===== config.mk =====
export PLATFORM = sky130hd
export DESIGN_NAME = button_event_scheduler
export DESIGN_NICKNAME = d
export VERILOG_FILES = /design/src/rtl/piano_pkg.sv /design/src/rtl/event_fifo.sv /design/src/rtl/button_event_scheduler.sv
export SDC_FILE = /design/constraint.sdc
export NUM_CORES = 1
export LEC_CHECK = 0
export ABC_AREA = 1
export BUFFER_PORTS_ARGS = -buffer_cell sky130_fd_sc_hd__buf_2
export CORE_UTILIZATION = 35
export CTS_CLUSTER_DIAMETER = 50
export DETAILED_ROUTE_END_ITERATION = 10
export PLACE_DENSITY = 0.55
export SYNTH_ARGS = -nofsm -noshare
export SYNTH_HDL_FRONTEND = slang
export SYNTH_SLANG_ARGS = --single-unit

===== constraint.sdc =====
create_clock -name clk -period 2 [get_ports clk]
set_clock_uncertainty 0.1 [all_clocks]
set_input_delay 0.4 -clock clk [delete_from_list [all_inputs] [get_ports clk]]
set_output_delay 0.4 -clock clk [all_outputs]
set_load 0.03 [all_outputs]

===== src/rtl/piano_pkg.sv =====
// Shared constants for the piano front end: button channel map and default
// event-queue depth.
package piano_pkg;

  localparam int NUM_BTN = 5;

  localparam int BTN_C = 0;
  localparam int BTN_U = 1;
  localparam int BTN_L = 2;
  localparam int BTN_R = 3;
  localparam int BTN_D = 4;

  localparam int FIFO_DEPTH = 4;

  // Pointer wrap relies on plain binary overflow, so depths must be 2^n, n >= 1.
  function automatic bit is_pow2(input int v);
    return (v >= 2) && ((v & (v - 1)) == 0);
  endfunction

endpackage


===== src/rtl/event_fifo.sv =====
// First-word-fall-through synchronous FIFO: head shows the oldest entry
// combinationally while count is non-zero.
module event_fifo
  import piano_pkg::*;
#(
  parameter  int WIDTH = 3,
  parameter  int DEPTH = 4,
  localparam int AW    = $clog2(DEPTH),
  localparam int CNT_W = AW + 1
) (
  input  logic             clk,
  input  logic             rst_n,
  input  logic             push,
  input  logic [WIDTH-1:0] din,
  input  logic             pop,
  output logic [WIDTH-1:0] head,
  output logic [CNT_W-1:0] count,
  output logic             full,
  output logic             empty
);

  logic [WIDTH-1:0] mem [DEPTH];
  logic [AW-1:0]    wr_ptr;
  logic [AW-1:0]    rd_ptr;
  logic             do_push;
  logic             do_pop;

  assign empty = (count == '0);
  assign full  = (count == CNT_W'(DEPTH));

  // A pop frees the slot the same cycle, so push into a full queue is fine then.
  assign do_pop  = pop & ~empty;
  assign do_push = push & (~full | do_pop);

  always_ff @(posedge clk) begin
    if (!rst_n) begin
      wr_ptr <= '0;
      rd_ptr <= '0;
      count  <= '0;
    end else begin
      if (do_push) wr_ptr <= wr_ptr + 1'b1;
      if (do_pop)  rd_ptr <= rd_ptr + 1'b1;
      case ({do_push, do_pop})
        2'b10:   count <= count + 1'b1;
        2'b01:   count <= count - 1'b1;
        default: count <= count;
      endcase
    end
  end

  // NOTE: storage has no reset; entries are only ever read behind a valid
  // count, and leaving it out lets the array map onto plain RAM/flops.
  always_ff @(posedge clk) begin
    if (do_push) mem[wr_ptr] <= din;
  end

  assign head = empty ? '0 : mem[rd_ptr];

endmodule


===== src/rtl/button_event_scheduler.sv =====
// Latches one-cycle button pulses, serialises them by fixed priority
// (C first, D last) into an FWFT event queue, and flags lost presses.
module button_event_scheduler
  import piano_pkg::*;
#(
  parameter  int NUM_BTN    = piano_pkg::NUM_BTN,
  parameter  int FIFO_DEPTH = piano_pkg::FIFO_DEPTH,
  localparam int ID_W       = $clog2(NUM_BTN),
  localparam int CNT_W      = $clog2(FIFO_DEPTH) + 1
) (
  input  logic               clk,
  input  logic               rst_n,
  input  logic [NUM_BTN-1:0] btn_pulse,
  output logic               evt_valid,
  output logic [ID_W-1:0]    evt_id,
  input  logic               evt_ready,
  output logic [NUM_BTN-1:0] pending,
  output logic [CNT_W-1:0]   fifo_count,
  output logic               overflow,
  input  logic               overflow_clr
);

  if (!is_pow2(FIFO_DEPTH)) begin : g_bad_depth
    $error("FIFO_DEPTH must be a power of two and at least 2");
  end

  logic [NUM_BTN-1:0] pending_q;
  logic [NUM_BTN-1:0] grant;
  logic [ID_W-1:0]    grant_id;
  logic               overflow_q;
  logic               fifo_full;
  logic               fifo_empty;
  logic               pop;
  logic               push_ok;
  logic               lost;

  assign evt_valid = ~fifo_empty;
  assign pop       = evt_valid & evt_ready;
  assign push_ok   = ~fifo_full | pop;

  // NOTE: every always_comb output gets a default first so no path leaves it
  // unassigned; a missing default would infer a latch.
  always_comb begin
    grant    = '0;
    grant_id = '0;
    // Descending scan: the last hit is the lowest set index, i.e. highest priority.
    for (int i = NUM_BTN - 1; i >= 0; i--) begin
      if (pending_q[i]) begin
        grant    = '0;
        grant[i] = 1'b1;
        grant_id = ID_W'(i);
      end
    end
    if (!push_ok) grant = '0;
  end

  // A repeat press on a bit that stays pending merges into it and is lost.
  assign lost = |(btn_pulse & pending_q & ~grant);

  // NOTE: state registers use non-blocking assignments so every flop samples
  // the pre-edge values regardless of statement order.
  always_ff @(posedge clk) begin
    if (!rst_n) begin
      pending_q  <= '0;
      overflow_q <= 1'b0;
    end else begin
      pending_q <= (pending_q & ~grant) | btn_pulse;
      if (lost)              overflow_q <= 1'b1;
      else if (overflow_clr) overflow_q <= 1'b0;
    end
  end

  event_fifo #(
    .WIDTH (ID_W),
    .DEPTH (FIFO_DEPTH)
  ) u_event_fifo (
    .clk   (clk),
    .rst_n (rst_n),
    .push  (|grant),
    .din   (grant_id),
    .pop   (pop),
    .head  (evt_id),
    .count (fifo_count),
    .full  (fifo_full),
    .empty (fifo_empty)
  );

  assign pending  = pending_q;
  assign overflow = overflow_q;

endmodule


# ---- Yosys cells after proc, flatten, opt, wreduce, memory -nomap -nowiden
# Memory sizes are Yosys's and may differ from the RTL's. A register that Yosys moved wholly into a read port is not among the register bits.
# Index checks and enable logic that the tools add are counted.
dict set report totals {
  register_bits 13
  inputBits 9
  latchBits 0
  n_memories 1
  out_inout_bits 13
  rom_bits 0
  ram_bits 12
  elab_cells 49
}
# name depth word_bits read_ports rd_clocked_by_memory_dff write_ports line_no
set mem_list {}
lappend mem_list {u_event_fifo.mem 4 3 1 1 1 event_fifo.sv:22} ;# logic [WIDTH-1:0] mem [DEPTH];
dict set report classes {
  shift 0
  multipliers 0
  order_cmp 0
  div 0
  muxes 19
  n_reduce_logical 5
  bitwise_logic 12
  eq_ne 3
  add_sub_neg 4
}
# operator n
set op_table {}
lappend op_table {{5-bit 2-to-1 mux} 6}
lappend op_table {{3-bit 2-to-1 mux} 6}
lappend op_table {{5-bit AND} 3}
lappend op_table {{5-bit OR reduction} 2}
lappend op_table {{3-bit one-hot mux with 2 select lines} 1}
lappend op_table {{5-bit inverter} 1}
lappend op_table {{5-bit OR} 1}
lappend op_table {{2-bit by 1-bit adder with 2-bit output, second input constant} 2}
lappend op_table {{1-bit 2-to-1 mux} 4}
lappend op_table {{2-bit 2-to-1 mux} 2}
lappend op_table {{2-bit nonzero test} 2}
lappend op_table {{3-bit by 1-bit adder with 3-bit output, second input constant} 1}
lappend op_table {{1-bit AND} 3}
lappend op_table {{3-bit equality test, second input constant} 1}
lappend op_table {{3-bit logical NOT} 1}
lappend op_table {{3-bit by 1-bit subtractor with 3-bit output, second input constant} 1}
lappend op_table {{2-bit by 1-bit equality test with 1-bit output, second input constant} 1}
lappend op_table {{2-bit equality test, second input constant} 1}
lappend op_table {{1-bit inverter} 2}
lappend op_table {{1-bit OR} 2}

# ---- Depth between registers and ports, before layout
# Gate-level depths: netlist (run 1).
dict set report logic_depth {
  depth_word 10
  depth_mapped 11
  ltp_nobuf 11
}

# ---- Modules after synthesis
# From an unflattened synthesis (run 1), not the netlist that was laid out.
dict set report hier_totals {
  hier_cells 163
  area_unflattened_um2 1353.8
}
# mod area_each_um2 instances seq_area_each_um2 cells_each
set by_module_without_submodules {}
lappend by_module_without_submodules {event_fifo 965.9 1 540.5 99}
lappend by_module_without_submodules {button_event_scheduler 387.9 1 120.1 64}

# ---- Worst setup path before layout (run 1)
# No wires, ideal clock.
dict set report synth_path {
  kind {register to register}
  start {register u_event_fifo.count[0]}
  end {register u_event_fifo.count[2]}
  setup_time_ps 122
  required_ps 1778
  arrival_ps 2002
  slack_ps -225
  n_path_buf 0
  stages_incl_launch_ff 12
  period_less_slack_ps 2225
  cell_sequence {dfxtp_1 nor2_4 nand2_2 inv_4 nor2_8 ha_1 inv_1 fa_1 a21oi_1 o21ai_0 o21ai_0 a21oi_1}
}
dict set report synth_between {
  word_cells_on_any_way 17
  classes_between {2 x add/sub; 3 x eq/ne; 2 x mux; 7 x bitwise; 3 x reduce/logical}
}
# element line_no
set synth_lines {}
lappend synth_lines {{from (decl)} event_fifo.sv:17} ;# output logic [CNT_W-1:0] count,
lappend synth_lines {{from (signal assigned)} event_fifo.sv:44} ;# 2'b10: count <= count + 1'b1;
lappend synth_lines {{from (signal assigned)} event_fifo.sv:45} ;# 2'b01: count <= count - 1'b1;
lappend synth_lines {{from (signal assigned)} event_fifo.sv:46} ;# default: count <= count;
lappend synth_lines {{3-bit logical NOT (*)} event_fifo.sv:28} ;# assign empty = (count == '0);
lappend synth_lines {{1-bit inverter (*)} button_event_scheduler.sv:37} ;# assign evt_valid = ~fifo_empty;
lappend synth_lines {{named net evt_valid} button_event_scheduler.sv:14} ;# output logic evt_valid,
lappend synth_lines {{1-bit AND} button_event_scheduler.sv:38} ;# assign pop = evt_valid & evt_ready;
lappend synth_lines {{1-bit AND (*)} event_fifo.sv:32} ;# assign do_pop = pop & ~empty;
lappend synth_lines {{named net u_event_fifo.do_pop} event_fifo.sv:26} ;# logic do_pop;
lappend synth_lines {{1-bit OR} event_fifo.sv:33} ;# assign do_push = push & (~full | do_pop);
lappend synth_lines {{1-bit AND} event_fifo.sv:33}
lappend synth_lines {{2-bit by 1-bit equality test with 1-bit output or 2-bit equality test (tied branches)} event_fifo.sv:43} ;# case ({do_push, do_pop})
lappend synth_lines {{3-bit one-hot mux with 2 select lines or 2-bit nonzero test (tied branches)} n/a}
# Mark *: on every way through the listed nets, which the timed path passes. The rest lies on a longest branch.
# A chain may end at the register's enable or synchronous reset.

# ---- Final worst setup path (run 1)
dict set report layout_path {
  start {register u_event_fifo.count[1]}
  end {register u_event_fifo.count[2]}
}
dict set report layout_between {
  elab_chain_cells 9
  word_cells_on_any_way 17
  classes_between {2 x add/sub; 3 x eq/ne; 2 x mux; 7 x bitwise; 3 x reduce/logical}
}
# element line_no
set layout_rtl {}
lappend layout_rtl {{3-bit logical NOT} event_fifo.sv:28}
lappend layout_rtl {{1-bit inverter} {event_fifo.sv:32, button_event_scheduler.sv:37}}
lappend layout_rtl {{1-bit AND} button_event_scheduler.sv:38}
lappend layout_rtl {{1-bit OR} button_event_scheduler.sv:39} ;# assign push_ok = ~fifo_full | pop;
lappend layout_rtl {{5-bit 2-to-1 mux} button_event_scheduler.sv:54} ;# if (!push_ok) grant = '0;
lappend layout_rtl {{5-bit OR reduction} button_event_scheduler.sv:79} ;# .push (|grant),
lappend layout_rtl {{1-bit AND} event_fifo.sv:33}
lappend layout_rtl {{2-bit by 1-bit equality test with 1-bit output or 2-bit equality test (tied branches)} event_fifo.sv:43}
lappend layout_rtl {{3-bit one-hot mux with 2 select lines or 2-bit nonzero test (tied branches)} n/a}
# Parallel ways exist; a longest one is shown, timed or not.

==> impl_metrics.env, run 1 <==
export IMPL_outcome="completed"
export IMPL_clock_sinks=27
export IMPL_cts_buffers=3
export IMPL_synth_area_mux_share=0
export IMPL_yosysTopAreaCellShare=0.274
export IMPL_synth_top_area_cell="edfxtp_1"
export IMPL_synth_xor_area_frac=0
export IMPL_postLayoutCoreUtil=0.464
export IMPL_initial_core_util=0.379
export IMPL_synth_simple_gate_area_frac=0.226
export IMPL_clk_pin_slew_ns=0.08
export IMPL_max_cap_viol_count=0
export IMPL_reg2reg_from="u_event_fifo.count[1]"
export IMPL_drtIter0Drc=16
export IMPL_grt_util_all_layers=0.130
export IMPL_dpl_hpwl_mm=1.89
export IMPL_die_h_um=63.3
export IMPL_endpoint_kind="flop"
export IMPL_final_cell_mix="nor2_1 (29), inv_1 (22), buf_2 (21), a21oi_1 (17), nand2_1 (14)"
export IMPL_synth_cells=150
export IMPL_ir_drop_mv=0.723
export IMPL_clk_latency_ns=0.26
export IMPL_rsz0062_at_grt="no"
export IMPL_avgSynthCellArea_um2=8.77
export IMPL_grt_pass1_vias=906
export IMPL_cp_data_required_time_ns=2.06
export IMPL_hold_ws_ns=0.256
export IMPL_min_path_cells=3
export IMPL_cts_tree="built"
export IMPL_first_pass_iters=4
export IMPL_hold_path_class="input port to flop"
export IMPL_drc=0
export IMPL_cts_htree_levels=1
export IMPL_fin_nets=200
export IMPL_synth_top_family_by_area="simple AND/OR/NAND/NOR gates"
export IMPL_synth_area_leaders="edfxtp_1 (27%), dfxtp_1 (23%), nor2_1 (8.3%), a21oi_1 (6.5%), inv_1 (6.3%)"
export IMPL_cpMaxStageDelayCell="dfxtp_4"
export IMPL_hold_buffers=0
export IMPL_drive_gt1_frac=0.304
export IMPL_arrival_ns=1.92
export IMPL_clock_fmax_ghz=0.537
export IMPL_mappedNetlistArea_um2=1320
export IMPL_cts_setup_buffers=0
export IMPL_die_w_um=63.3
export IMPL_min_period_ns=1.86
export IMPL_cp_max_fo=4
export IMPL_synth_seq_cells=27
export IMPL_grt_ovfl_total=0
export IMPL_startpoint_type="flop"
export IMPL_die_area_um2=4010
export IMPL_crit_chain="nor2_4 -> nand2_4 -> nand2_4 -> ha_1 -> inv_1 -> fa_1 -> a21oi_1 -> o21ai_1 -> o21ai_1 -> a21oi_1"
export IMPL_relSlewSlack=0.797
export IMPL_final_hold_violation_count=0
export IMPL_synth_cell_types=22
export IMPL_cp_top_family="adder cells"
export IMPL_tightest_slew_ns=0.305
export IMPL_portBuffers=21
export IMPL_synth_compound_area_share=0.132
export IMPL_min_from="btn_pulse[4]"
export IMPL_yosysSeqAreaShare=0.502
export IMPL_fp_row_count=21
export IMPL_drt_wl_total_mm=2.33
export IMPL_io_pin_count=22
export IMPL_yosysWarnings=0
export IMPL_syn_nets=165
export IMPL_setup_viol=0
export IMPL_worstSetupStartpoint="u_event_fifo.count[1]"
export IMPL_finalInstanceArea_um2=1610
export IMPL_post_cts_resized=0
export IMPL_layout_commonest_cell="nor2_1"
export IMPL_area_growth_syn_to_layout_pct=22.3
export IMPL_dr_total_vias=1042
export IMPL_globalplace_congestion=0.772
export IMPL_postRouteAntennaNets=0
export IMPL_crit_buf_inv=1
export IMPL_via_per_inst=4.53
export IMPL_clk_path_buf_depth=2
export IMPL_wl_per_cell_um=10.1
export IMPL_power_density_nw_per_um2=1150
export IMPL_antenna_found_initial=0
export IMPL_grt_pass1_wl_mm=4.05
export IMPL_coreArea_um2=3470
export IMPL_crit_cells=10
export IMPL_finalCritPeriodShare=0.932
export IMPL_p_leak_uw=0.000741
export IMPL_worst_setup_path_type="flop to flop"
export IMPL_worst_path_largest_cell_delay_ns=0.37
export IMPL_synthAdderAreaFrac=0.0628
export IMPL_dpl_instance_area_um2=1560
export IMPL_antenna_cells=0
export IMPL_grt_max_degree=15
export IMPL_worst_r2r_cell_count=10
export IMPL_drv_slew=0
export IMPL_root_buffer="clkbuf_8"
## synth_stat cells
cell type	instances
nand2_2	4
nand3_1	2
o21ai_0	9
nor2_4	2
fa_1	1
inv_2	3
nor2_1	29
o21ai_2	2
dfxtp_1	15
a21oi_2	1
nor2_8	1
nand2_4	3
edfxtp_1	12
nand4_1	2
inv_1	22
nor2_2	2
nand2_1	14
o21a_1	1
a21oi_1	17
ha_1	5
o21ai_1	2
inv_4	1
## registers in the layout, summed over array words and instances, names as in the netlist, named ones only
name / flops
u_event_fifo.rd_ptr: 2
u_event_fifo.wr_ptr: 2
u_event_fifo.count: 3
overflow: 1
u_event_fifo.mem: 12
pending: 5
## path summary, 6_finish.rpt
check	end	slack, ns
worst max-delay path	u_event_fifo.count[2]	0.14
worst min-delay path	pending[4]	0.26
worst max register to register	u_event_fifo.count[2]	0.14
worst min register to register	flop	0.39
## worst register-to-register path: cells and delay by family (launching register included)
| kind | cells | cell delay, ns |
|---|---|---|
| flip-flops | 1 | 0.37 |
| AND/OR/NAND/NOR | 3 | 0.32 |
| AO/OA/AOI/OAI | 4 | 0.41 |
| adder cells (fa/ha/maj) | 2 | 0.51 |
| buffers and inverters | 1 | 0.06 |
## cell families (layout without fill, tap and decap cells)
logic type      after synthesis  in the layout
compound gates               32             32
fa+ha+maj                     6              6
buf+inv                      26             60
flops                        27             27
simple gates                 59             59
## cell type report
type / instances / area, µm²
Inverter: 26 / 100
Fill cell: 359 / 1860
Multi-Input combinational cell: 97 / 559
Clock buffer: 4 / 45.0
Tap cell: 46 / 57.6
Timing Repair Buffer: 30 / 173
Sequential cell: 27 / 673
## metrics by stage
stage | cells | setup TNS, ns | setup slack [ns] | total power (µW)
final | 230 | 0 | 0.136 | 1850
after floorplan | 150 | 0 | 0.00543 | 1360
after CTS | 230 | 0 | 0.0645 | 1870
after global routing | 230 | 0 | 0.0151 | 1980
after global placement | 226 | 0 | 0.0110 | 1550
after detailed placement | 226 | -0.0512 | -0.0512 | 1570
## layer usage
metal,routed length (µm),GRT usage,part of all wire,vias to the layer above
li1,-,-,-,554
met1,1160,0.179,0.50,470
met2,1080,0.200,0.46,16
met3,69,0.0217,0.030,2
met4,20,0.0511,0.0086,0
met5,0,0,0,-
## power breakdown
group / internal (µW) / switching (µW) / leakage [µW]
clock network: 142 / 153 / 0.0000228
registers: 698 / 73.9 / 0.000241
logic: 251 / 527 / 0.000477
No activity file was read; power rests on OpenSTA's default activity.
==> inputs of run 2 (changes only) <==
Settings changed: SYNTH_HIERARCHICAL from default to 1.
Clock period 2 ns to 2.4 ns, I/O delays scaled along.
==> run 2 against run 1 <==
Compared with the run above: maximum frequency down 14%; synthesized cell count rose by 8.7%; global-route usage is 1.0 points higher; critical path depth grew 5; worst setup slack better by 0.090 ns; final cell count grew 2.6%; combinational power decreased by 11%; routed wire length rose by 9.9%; first-iteration DRC count is 75% higher; synthesized area is 2.9% higher; die area grew 2.9%; critical path type unchanged; largest cell class unchanged; largest power group unchanged.
==> impl_metrics.env, run 2 <==
export IMPL_relSlewSlack=0.779
export IMPL_yosysTopAreaCellShare=0.266
export IMPL_nFillCells=402
export IMPL_async_flop_share=0
export IMPL_drv_slew=0
export IMPL_finalCritPeriodShare=0.906
export IMPL_avgSynthCellArea_um2=8.31
export IMPL_antenna_cells=0
export IMPL_area_growth_syn_to_layout_pct=15.8
export IMPL_initial_core_util=0.367
export IMPL_clock_sinks=27
export IMPL_mappedNetlistArea_um2=1350
export IMPL_hold_path_class="input port to flop"
export IMPL_cts_buffers=3
export IMPL_coreArea_um2=3690
export IMPL_die_h_um=64.2
export IMPL_setup_viol=0
export IMPL_grt_pass1_vias=1014
export IMPL_fin_nets=203
export IMPL_final_cell_mix="nor2_1 (30), inv_1 (25), nand2_1 (21), buf_2 (21)"
export IMPL_synth_cells=163
export IMPL_synth_top_area_cell="edfxtp_1"
export IMPL_clk_path_buf_depth=2
export IMPL_hold_buffers=0
export IMPL_largest_register="u_event_fifo/mem"
export IMPL_yosysSeqAreaShare=0.488
export IMPL_drtIter0Drc=28
export IMPL_synth_edf_count=12
export IMPL_grt_pass1_wl_mm=4.38
export IMPL_clk_latency_ns=0.28
export IMPL_outcome="completed"
export IMPL_yosysWarnings=6
export IMPL_layout_commonest_cell="nor2_1"
export IMPL_cp_max_fo=7
export IMPL_startpoint_type="flop"
export IMPL_die_w_um=64.2
export IMPL_clock_fmax_ghz=0.460
export IMPL_die_area_um2=4120
export IMPL_post_cts_resized=0
export IMPL_ir_drop_mv=0.472
export IMPL_grt_ovfl_total=0
export IMPL_cts_setup_buffers=0
export IMPL_pre_cts_slack_ns=0.135
export IMPL_rsz0062_at_grt="no"
export IMPL_root_buffer="clkbuf_8"
export IMPL_clk_pin_slew_ns=0.10
export IMPL_arrival_ns=2.25
export IMPL_dr_total_vias=1061
export IMPL_drive_gt1_frac=0.239
export IMPL_largest_reg_flops=12
export IMPL_wl_per_cell_um=10.8
export IMPL_synthFlopType="dfxtp_1"
export IMPL_worst_setup_path_type="flop to flop"
export IMPL_portBuffers=21
export IMPL_final_setup_tns_ns=0
export IMPL_power_density_nw_per_um2=1030
export IMPL_yosysMostFrequentCell="nor2_1"
export IMPL_synth_seq_cells=27
export IMPL_cp_data_required_time_ns=2.47
export IMPL_hold_ws_ns=0.326
export IMPL_final_hold_violation_count=0
export IMPL_first_pass_iters=4
export IMPL_dpl_hpwl_mm=2.03
export IMPL_netlist_top_cells_count="nor2_1 (30), inv_1 (27), nand2_1 (21)"
export IMPL_p_leak_uw=0.000753
export IMPL_fp_row_count=22
export IMPL_max_cap_viol_count=0
export IMPL_drc=0
export IMPL_cts_tree="built"
export IMPL_globalplace_congestion=0.753
export IMPL_drt_wl_total_mm=2.56
export IMPL_synth_area_leaders="edfxtp_1 (27%), dfxtp_1 (22%), nor2_1 (8.3%), inv_1 (7.5%), nand2_1 (5.8%)"
export IMPL_postRouteAntennaNets=0
export IMPL_antenna_found_initial=0
export IMPL_synth_cell_types=23
export IMPL_syn_nets=177
export IMPL_via_per_inst=4.50
export IMPL_cts_htree_levels=1
export IMPL_grt_max_degree=17
export IMPL_min_period_ns=2.17
export IMPL_endpoint_kind="flop"
export IMPL_grt_util_all_layers=0.140
export IMPL_fin_ws_ns=0.226
export IMPL_tightest_slew_ns=0.331
export IMPL_io_pin_count=22
[run 2: cell count changes after synthesis, moves of 2 or more]
cell,change
a21oi_1,-2
nand3_1,+3
inv_1,+5
o21ai_2,-2
o21ai_0,-2
nand2_1,+7
[run 2: report_power, final]
| part | switching [µW] | internal, µW |
|---|---|---|
| combinational | 481 | 209 |
| clock | 149 | 118 |
| sequential | 67.2 | 591 |
| total | 697 | 918 |
[run 2: cells by family after synthesis]
kind of cell               share of synthesized area
adders and majority gates                     0.0518
and+or+nand+nor                                0.250
buffers and inverters                         0.0878
AOI/OAI and AO/OA                              0.122
DFF                                            0.488
[run 2: through the flow]
stage | util | area (µm²) | cells | power (µW)
3_3_place_gp | 0.412 | 1520 | 232 | 1340
5_1_grt | 0.425 | 1570 | 236 | 1740
2_1_floorplan | - | 1350 | 163 | 1180
6_report | 0.425 | 1570 | 236 | 1610
3_5_place_dp | 0.412 | 1520 | 232 | 1360
4_1_cts | 0.425 | 1570 | 236 | 1630
[run 2: cell type report]
cell class | instances | area [µm²] | area share
timing repair buffer | 21 | 105 | 0.0670
multi-input combinational | 105 | 574 | 0.366
sequential | 27 | 661 | 0.421
tap | 48 | 60.1 | 0.0383
clock inverter | 1 | 7.51 | 0.00479
inverter | 31 | 119 | 0.0758
clock buffer | 3 | 41.3 | 0.0263
[run 2: routing by layer]
layer,share of wire,track usage,vias to the layer above
met5,0,0,-
met2,0.49,0.251,18
met3,0.041,0.0429,4
met4,0.011,0.0500,0
met1,0.46,0.154,470
li1,-,-,569
[run 2: final timing paths]
check	startpoint	to	slack, ns	cells after the start
worst max-delay path	u_event_fifo/count[0]	u_event_fifo/count[2]	0.23	15
worst min-delay path	btn_pulse[1]	pending[1]	0.33	3
worst max register to register	u_event_fifo/count[0]	u_event_fifo/count[2]	0.23	15
worst min register to register	u_event_fifo/rd_ptr[1]	flop	0.39	2
[run 2: worst max-delay path, stage by stage, from the launching register on]
cell and delay (ns):
dfxtp_1 0.36, nor2_4 0.14, nand2_2 0.08, inv_2 0.09, inv_2 0.05, nand2_4 0.07, nand2_4 0.07, nand2_1 0.07
inv_1 0.10, inv_2 0.10, nand2_4 0.07, fa_1 0.38, inv_1 0.07, nand4_1 0.11, a21oi_1 0.15, nor2_1 0.06
